===== src/rtl/srmem_bank.sv =====
// Multi-lane shift-register memory: round-robin serial fill, padded partial rows,
// head alignment and optional recirculating replay of the stored rows.
module srmem_bank #(
    parameter int NUM_RDPORT = 2,
    parameter int LEN_SRMEM  = 4,
    parameter int DATA_BW    = 8,
    localparam int CW = $clog2(LEN_SRMEM + 1),
    localparam int PW = (NUM_RDPORT > 1) ? $clog2(NUM_RDPORT) : 1,
    localparam int EW = DATA_BW + 1
) (
    input  logic                       clk,
    input  logic                       rst,
    input  logic                       valid_din,
    input  logic [DATA_BW-1:0]         din,
    input  logic                       is_lastdin,
    input  logic [CW-1:0]              cfg_len,
    input  logic                       cfg_recirc,
    input  logic                       req_pop,
    input  logic                       req_newdata,
    output logic [NUM_RDPORT*EW-1:0]   dout_list,
    output logic                       wrfull,
    output logic                       rdvalid,
    output logic                       wrend,
    output logic                       rdend,
    output logic                       rdnext,
    output logic                       rdlast
);
    typedef enum logic [1:0] {S_FILL, S_ALIGN, S_READ} state_t;

    localparam logic [CW-1:0] LEN_C    = CW'(LEN_SRMEM);
    localparam logic [PW-1:0] PTR_LAST = PW'(NUM_RDPORT - 1);

    state_t          r_state, w_state_next;
    logic [PW-1:0]   r_wrptr;
    logic [CW-1:0]   r_rowcnt, r_rows, r_popcnt, r_len, r_aligncnt;
    logic            r_recirc, r_wrend;

    logic [NUM_RDPORT-1:0] w_head_vld;
    logic [CW-1:0]   w_len_eff, w_rows_close;
    logic            w_accept, w_wrap, w_close, w_pop, w_newdata, w_rotate, w_recirc_end;

    assign w_len_eff    = (cfg_len == '0 || cfg_len > LEN_C) ? LEN_C : cfg_len;
    assign w_rows_close = r_rowcnt + CW'(1);
    assign w_newdata    = req_newdata && (r_state != S_FILL);
    assign w_accept     = (r_state == S_FILL) && valid_din && !wrfull;
    assign w_wrap       = (r_wrptr == PTR_LAST);
    // The fill closes on the marked last word or when the final active row completes.
    assign w_close      = w_accept && (is_lastdin || (w_wrap && w_rows_close == r_len));
    assign w_rotate     = (r_state == S_ALIGN) && !w_newdata;
    assign w_pop        = (r_state == S_READ) && req_pop && rdvalid && !w_newdata;
    assign w_recirc_end = w_pop && rdlast && r_recirc;

    assign wrfull  = (r_state != S_FILL) || (r_rowcnt == r_len);
    assign rdvalid = (r_state == S_READ) && (|w_head_vld);
    assign rdlast  = rdvalid && (r_popcnt == r_rows - CW'(1));
    assign rdnext  = rdvalid && !rdlast;
    assign rdend   = w_pop && rdlast;
    assign wrend   = r_wrend;

    always_comb begin
        w_state_next = r_state;
        if (w_newdata) begin
            w_state_next = S_FILL;
        end else begin
            case (r_state)
                S_FILL:  if (w_close) w_state_next = (w_rows_close < LEN_C) ? S_ALIGN : S_READ;
                S_ALIGN: if (r_aligncnt <= CW'(1)) w_state_next = S_READ;
                S_READ:  if (w_recirc_end) w_state_next = (r_rows < LEN_C) ? S_ALIGN : S_READ;
                default: w_state_next = S_FILL;
            endcase
        end
    end

    always_ff @(posedge clk or posedge rst) begin
        if (rst) begin
            r_state <= S_FILL;
        end else begin
            r_state <= w_state_next;
        end
    end

    always_ff @(posedge clk or posedge rst) begin
        if (rst) begin
            r_wrptr    <= '0;
            r_rowcnt   <= '0;
            r_rows     <= '0;
            r_popcnt   <= '0;
            r_len      <= LEN_C;
            r_recirc   <= 1'b0;
            r_aligncnt <= '0;
            r_wrend    <= 1'b0;
        end else begin
            r_wrend <= w_close;
            if (w_newdata) begin
                r_wrptr  <= '0;
                r_rowcnt <= '0;
                r_popcnt <= '0;
                r_len    <= w_len_eff;
                r_recirc <= cfg_recirc;
            end else begin
                if (w_accept) begin
                    r_wrptr <= w_wrap ? '0 : r_wrptr + PW'(1);
                    if (w_wrap) r_rowcnt <= w_rows_close;
                end
                if (w_close) begin
                    r_rows     <= w_rows_close;
                    r_aligncnt <= LEN_C - w_rows_close;
                end
                if (w_rotate) r_aligncnt <= r_aligncnt - CW'(1);
                if (w_recirc_end) begin
                    r_popcnt   <= '0;
                    r_aligncnt <= LEN_C - r_rows;
                end else if (w_pop) begin
                    r_popcnt <= r_popcnt + CW'(1);
                end
            end
        end
    end

    // Each lane is a shift chain: slot 0 is the tail, slot LEN_SRMEM-1 the head.
    for (genvar gi = 0; gi < NUM_RDPORT; gi++) begin : g_lane
        logic [EW-1:0] r_slot [LEN_SRMEM];
        logic          w_lane_wr, w_lane_pad, w_shift;
        logic [EW-1:0] w_shift_in;

        assign w_lane_wr  = w_accept && (r_wrptr == PW'(gi));
        assign w_lane_pad = w_close && is_lastdin && (PW'(gi) > r_wrptr);
        assign w_shift    = w_rotate || w_pop || w_lane_wr || w_lane_pad;
        assign w_shift_in = (w_rotate || (w_pop && r_recirc)) ? r_slot[LEN_SRMEM-1] :
                            (w_lane_wr ? {1'b1, din} : '0);

        always_ff @(posedge clk or posedge rst) begin
            if (rst) begin
                for (int k = 0; k < LEN_SRMEM; k++) r_slot[k] <= '0;
            end else if (w_newdata) begin
                for (int k = 0; k < LEN_SRMEM; k++) r_slot[k][EW-1] <= 1'b0;
            end else if (w_shift) begin
                r_slot[0] <= w_shift_in;
                for (int k = 1; k < LEN_SRMEM; k++) r_slot[k] <= r_slot[k-1];
            end
        end

        assign dout_list[gi*EW +: EW] = r_slot[LEN_SRMEM-1];
        assign w_head_vld[gi]         = r_slot[LEN_SRMEM-1][EW-1];
    end
endmodule


===== config.mk =====
export PLATFORM = sky130hd
export DESIGN_NAME = srmem_bank
export DESIGN_NICKNAME = d
export VERILOG_FILES = /design/src/rtl/srmem_bank.sv
export SDC_FILE = /design/constraint.sdc
export NUM_CORES = 1
export LEC_CHECK = 0
export BUFFER_PORTS_ARGS = -buffer_cell sky130_fd_sc_hd__buf_2
export CAP_MARGIN = 10
export CORE_AREA = 5 5 153 82
export CTS_BUF_LIST = sky130_fd_sc_hd__clkbuf_4 sky130_fd_sc_hd__clkbuf_8 sky130_fd_sc_hd__clkbuf_16
export CTS_CLUSTER_DIAMETER = 40
export DETAILED_ROUTE_END_ITERATION = 8
export DIE_AREA = 0 0 158 87
export GPL_TIMING_DRIVEN = 0
export PLACE_DENSITY = 0.67
export RECOVER_POWER = 100
export REMOVE_ABC_BUFFERS = 1
export SETUP_SLACK_MARGIN = 0.4
export SLEW_MARGIN = 30
export SYNTH_ARGS = -nofsm -noshare
export SYNTH_HDL_FRONTEND = slang
export SYNTH_SLANG_ARGS = --single-unit

===== constraint.sdc =====
create_clock -name clk -period 2.6 [get_ports clk]
set_input_delay 0 -clock clk [delete_from_list [all_inputs] [get_ports clk]]
set_output_delay 0 -clock clk [all_outputs]
set_load 0.005 [all_outputs]

==> flow_summary.json <==
{
  "run_status": "finished, violations left",
  "violations": "max-capacitance violations, max-slew violations",
  "min_period_ns": 2.37,
  "synth_area_leaders": "dfrtp_1, mux2_2, buf_4, ha_1, a22o_1",
  "worstMarginPinSlew_ns": 1.50,
  "syn_area_per_cell_um2": 12.2,
  "wl_per_cell_um": 16.8,
  "clock.fmax_mhz": 422,
  "vias": 2822,
  "clock-sinks": 92,
  "clockBufferDepth": 2,
  "rsz0062_at_grt": "yes",
  "hold_start": "cfg_len[2]",
  "cts_buffers": 9,
  "start_util": 0.384,
  "routed_via_density": 5.06,
  "ys_ff_latch": 92,
  "layout.cells.non_filler": 558,
  "gr-usage-met1": 0.215,
  "cp-end-kind": "flop",
  "grt_usage": 0.144,
  "drc_errors": 0,
  "grt_util_met2": 0.204,
  "grt_pass1_vias": 2871,
  "final_common_cell": "dfrtp_1",
  "grt-ovfl-total": 0,
  "placed_cells": 516,
  "antenna_found_initial": 0,
  "synth_top_area_frac": 0.528,
  "r2r_end": "g_lane[1].r_slot[16]",
  "drt-total-wl_um": 9370,
  "timing.rr.start": "r_rowcnt[0]",
  "fp-row-count": 28,
  "die_area_um2": 13700,
  "num-nets-final": 430,
  "area_delta_synth_final_pct": 17.8,
  "synth_edf_count": 0,
  "r2r_cells": 5,
  "synth-seq-area-share": 0.534,
  "ios": 42,
  "layout_common_cells": "dfrtp_1, mux2_2, buf_2",
  "final-setup-viol-count": 0,
  "synth.distinct_cells": 52,
  "core_um2": 11200,
  "final.fill_count": 1027,
  "hpwl_um": 5940,
  "whs_ns": 0.0298,
  "busiest_layer": "met1",
  "cts-root-buf": "clkbuf_16",
  "grt_max_degree": 64,
  "clock_skew_ns": 0.00879,
  "ys_warn_count": 0,
  "cts.htree.levels": 3,
  "grt_pass1_wl_um": 15200,
  "cts_tree": "yes",
  "whs_path_depth": 4,
  "max_cap_violations": 2,
  "drive_gt1_frac": 0.292,
  "syn_area_um2": 4310,
  "die_width_um": 158,
  "gp_congestion": 0.757,
  "max-vdd-ir-drop_mv": 0.399,
  "n_antenna_cell": 0,
  "p_leak_nw": 2.51,
  "dieHeight_um": 87,
  "clk_pin_slew_ns": 0.06,
  "clock_latency_ns": 0.34,
  "synth_flop_cell": "dfrtp_1",
  "slew_viol_final": 1,
  "reg2reg_slack_ns": 0.23,
  "crit_type": "reg -> reg",
  "syn_inst": 355,
  "worstPathRequired_ns": 2.82,
  "finalHoldViolCount": 0,
  "fin_crit_sh": 0.910,
  "synthArstFlopShare": 1.00,
  "io_buffers": 41,
  "drt_iter0_markers": 284,
  "hold_class": "in -> reg",
  "relSlewSlack": -0.00761,
  "pwr_density_cell_nw_per_um2": 1190,
  "worstSetupStartpointType": "flop",
  "min_to": "r_len[2]",
  "first_pass_iters": 4,
  "arrival_ns": 2.59,
  "path_max_fanout": 10,
  "yosysTopAreaCell": "dfrtp_1",
  "met3_usage": 0.0402,
  "ant_nets": 0
}
[what timing repair did]
item | 4_1_cts | 5_1_grt
cloned | 3 | 1
gates resized for setup | 6 | 7
setup endpoints to repair | 74 | 61
pin swaps | 4 | 1
hold buffers | 13 | 0
endpoints found under the hold margin | 66 | 0
setup buffers | 5 | 4
[registers in the layout, indices dropped and copies added (netlist names)]
register,cells
r_state,2
r_len,3
r_recirc,1
r_rows,3
r_popcnt,3
wrend,1
g_lane.r_slot,54
dout_list,18
r_wrptr,1
r_aligncnt,3
r_rowcnt,3
[per-layer routing]
metal / up-vias / wire, um
met5: - / 0
met4: 0 / 139
met3: 13 / 465
met2: 67 / 4000
met1: 1396 / 4760
li1: 1346 / -
[critical path, stage by stage, from the launching register on]
cell     delay [ns]
dfrtp_1        0.45
xor2_1         0.26
o31ai_4        0.47
buf_4          0.19
o211a_1        0.48
mux2_2         0.39
[kinds of logic after synthesis]
| group | count (synthesis) | synth area share |
|---|---|---|
| flops | 92 | 0.534 |
| simple gates | 75 | 0.0888 |
| compound gates | 58 | 0.107 |
| mux | 54 | 0.140 |
| buf+inv | 52 | 0.0676 |
| xor+xnor | 15 | 0.0371 |
| fa+ha+maj | 9 | 0.0261 |
[area by class of cell]
type,instances,area [um2],area share
clock buffer,11,240,0.0473
clock inverter,5,78.8,0.0155
inverter,21,82.6,0.0162
multi-input combinational,215,1770,0.348
sequential,92,2300,0.453
tap,150,188,0.0369
timing repair buffer,64,423,0.0832
[stage by stage]
step / total power, mW / utilization / cell area (um2) / TNS [ns] / worst slack, ns
global placement: 4.36 / 0.400 / 4500 / -78.64 / -0.807
CTS: 6.09 / 0.452 / 5090 / 0 / 0.364
global route: 6.46 / 0.452 / 5080 / 0 / 0.161
floorplan: 3.86 / - / 4100 / 0 / 0.199
finish: 6.05 / 0.452 / 5080 / 0 / 0.233
detailed placement: 4.49 / 0.403 / 4530 / 0 / 0.0165
[cells in the mapped netlist (5+ instances only)]
cell type and number:
dfrtp_1 91, mux2_2 49, nand2_1 22, inv_1 20, buf_4 19, o21ai_0 15, nor2_1 14, a22o_1 10
ha_1 9, nor3_1 9, a21o_1 8, a222oi_1 8, xor2_1 8, nand2b_1 7, nand3_1 7, buf_2 5
[power by group]
| group | switching (mW) | leakage [nW] | internal, mW | total, mW |
|---|---|---|---|---|
| Clock | 0.528 | 0.160 | 0.862 | 1.39 |
| Combinational | 1.15 | 1.15 | 1.15 | 2.30 |
| Sequential | 0.395 | 1.20 | 1.97 | 2.36 |
| Total | 2.07 | 2.51 | 3.98 | 6.05 |
[how the worst max path moves through the flow]
stage | from | endpoint | slack (ns) | depth (start not counted)
2_1_floorplan | r_len[2] | dout_list[10] | 0.20 | 4
3_5_place_dp | r_len[2] | g_lane[1].r_slot[15] | 0.02 | 4
5_1_grt | r_rowcnt[0] | dout_list[16] | 0.16 | 5
6_report | r_rowcnt[0] | g_lane[1].r_slot[16] | 0.23 | 5
4_1_cts | r_len[2] | r_aligncnt[1] | 0.36 | 6
3_3_place_gp | rst | dout_list[14] | -0.81 | 2
No activity file was read; power rests on OpenSTA's default activity.
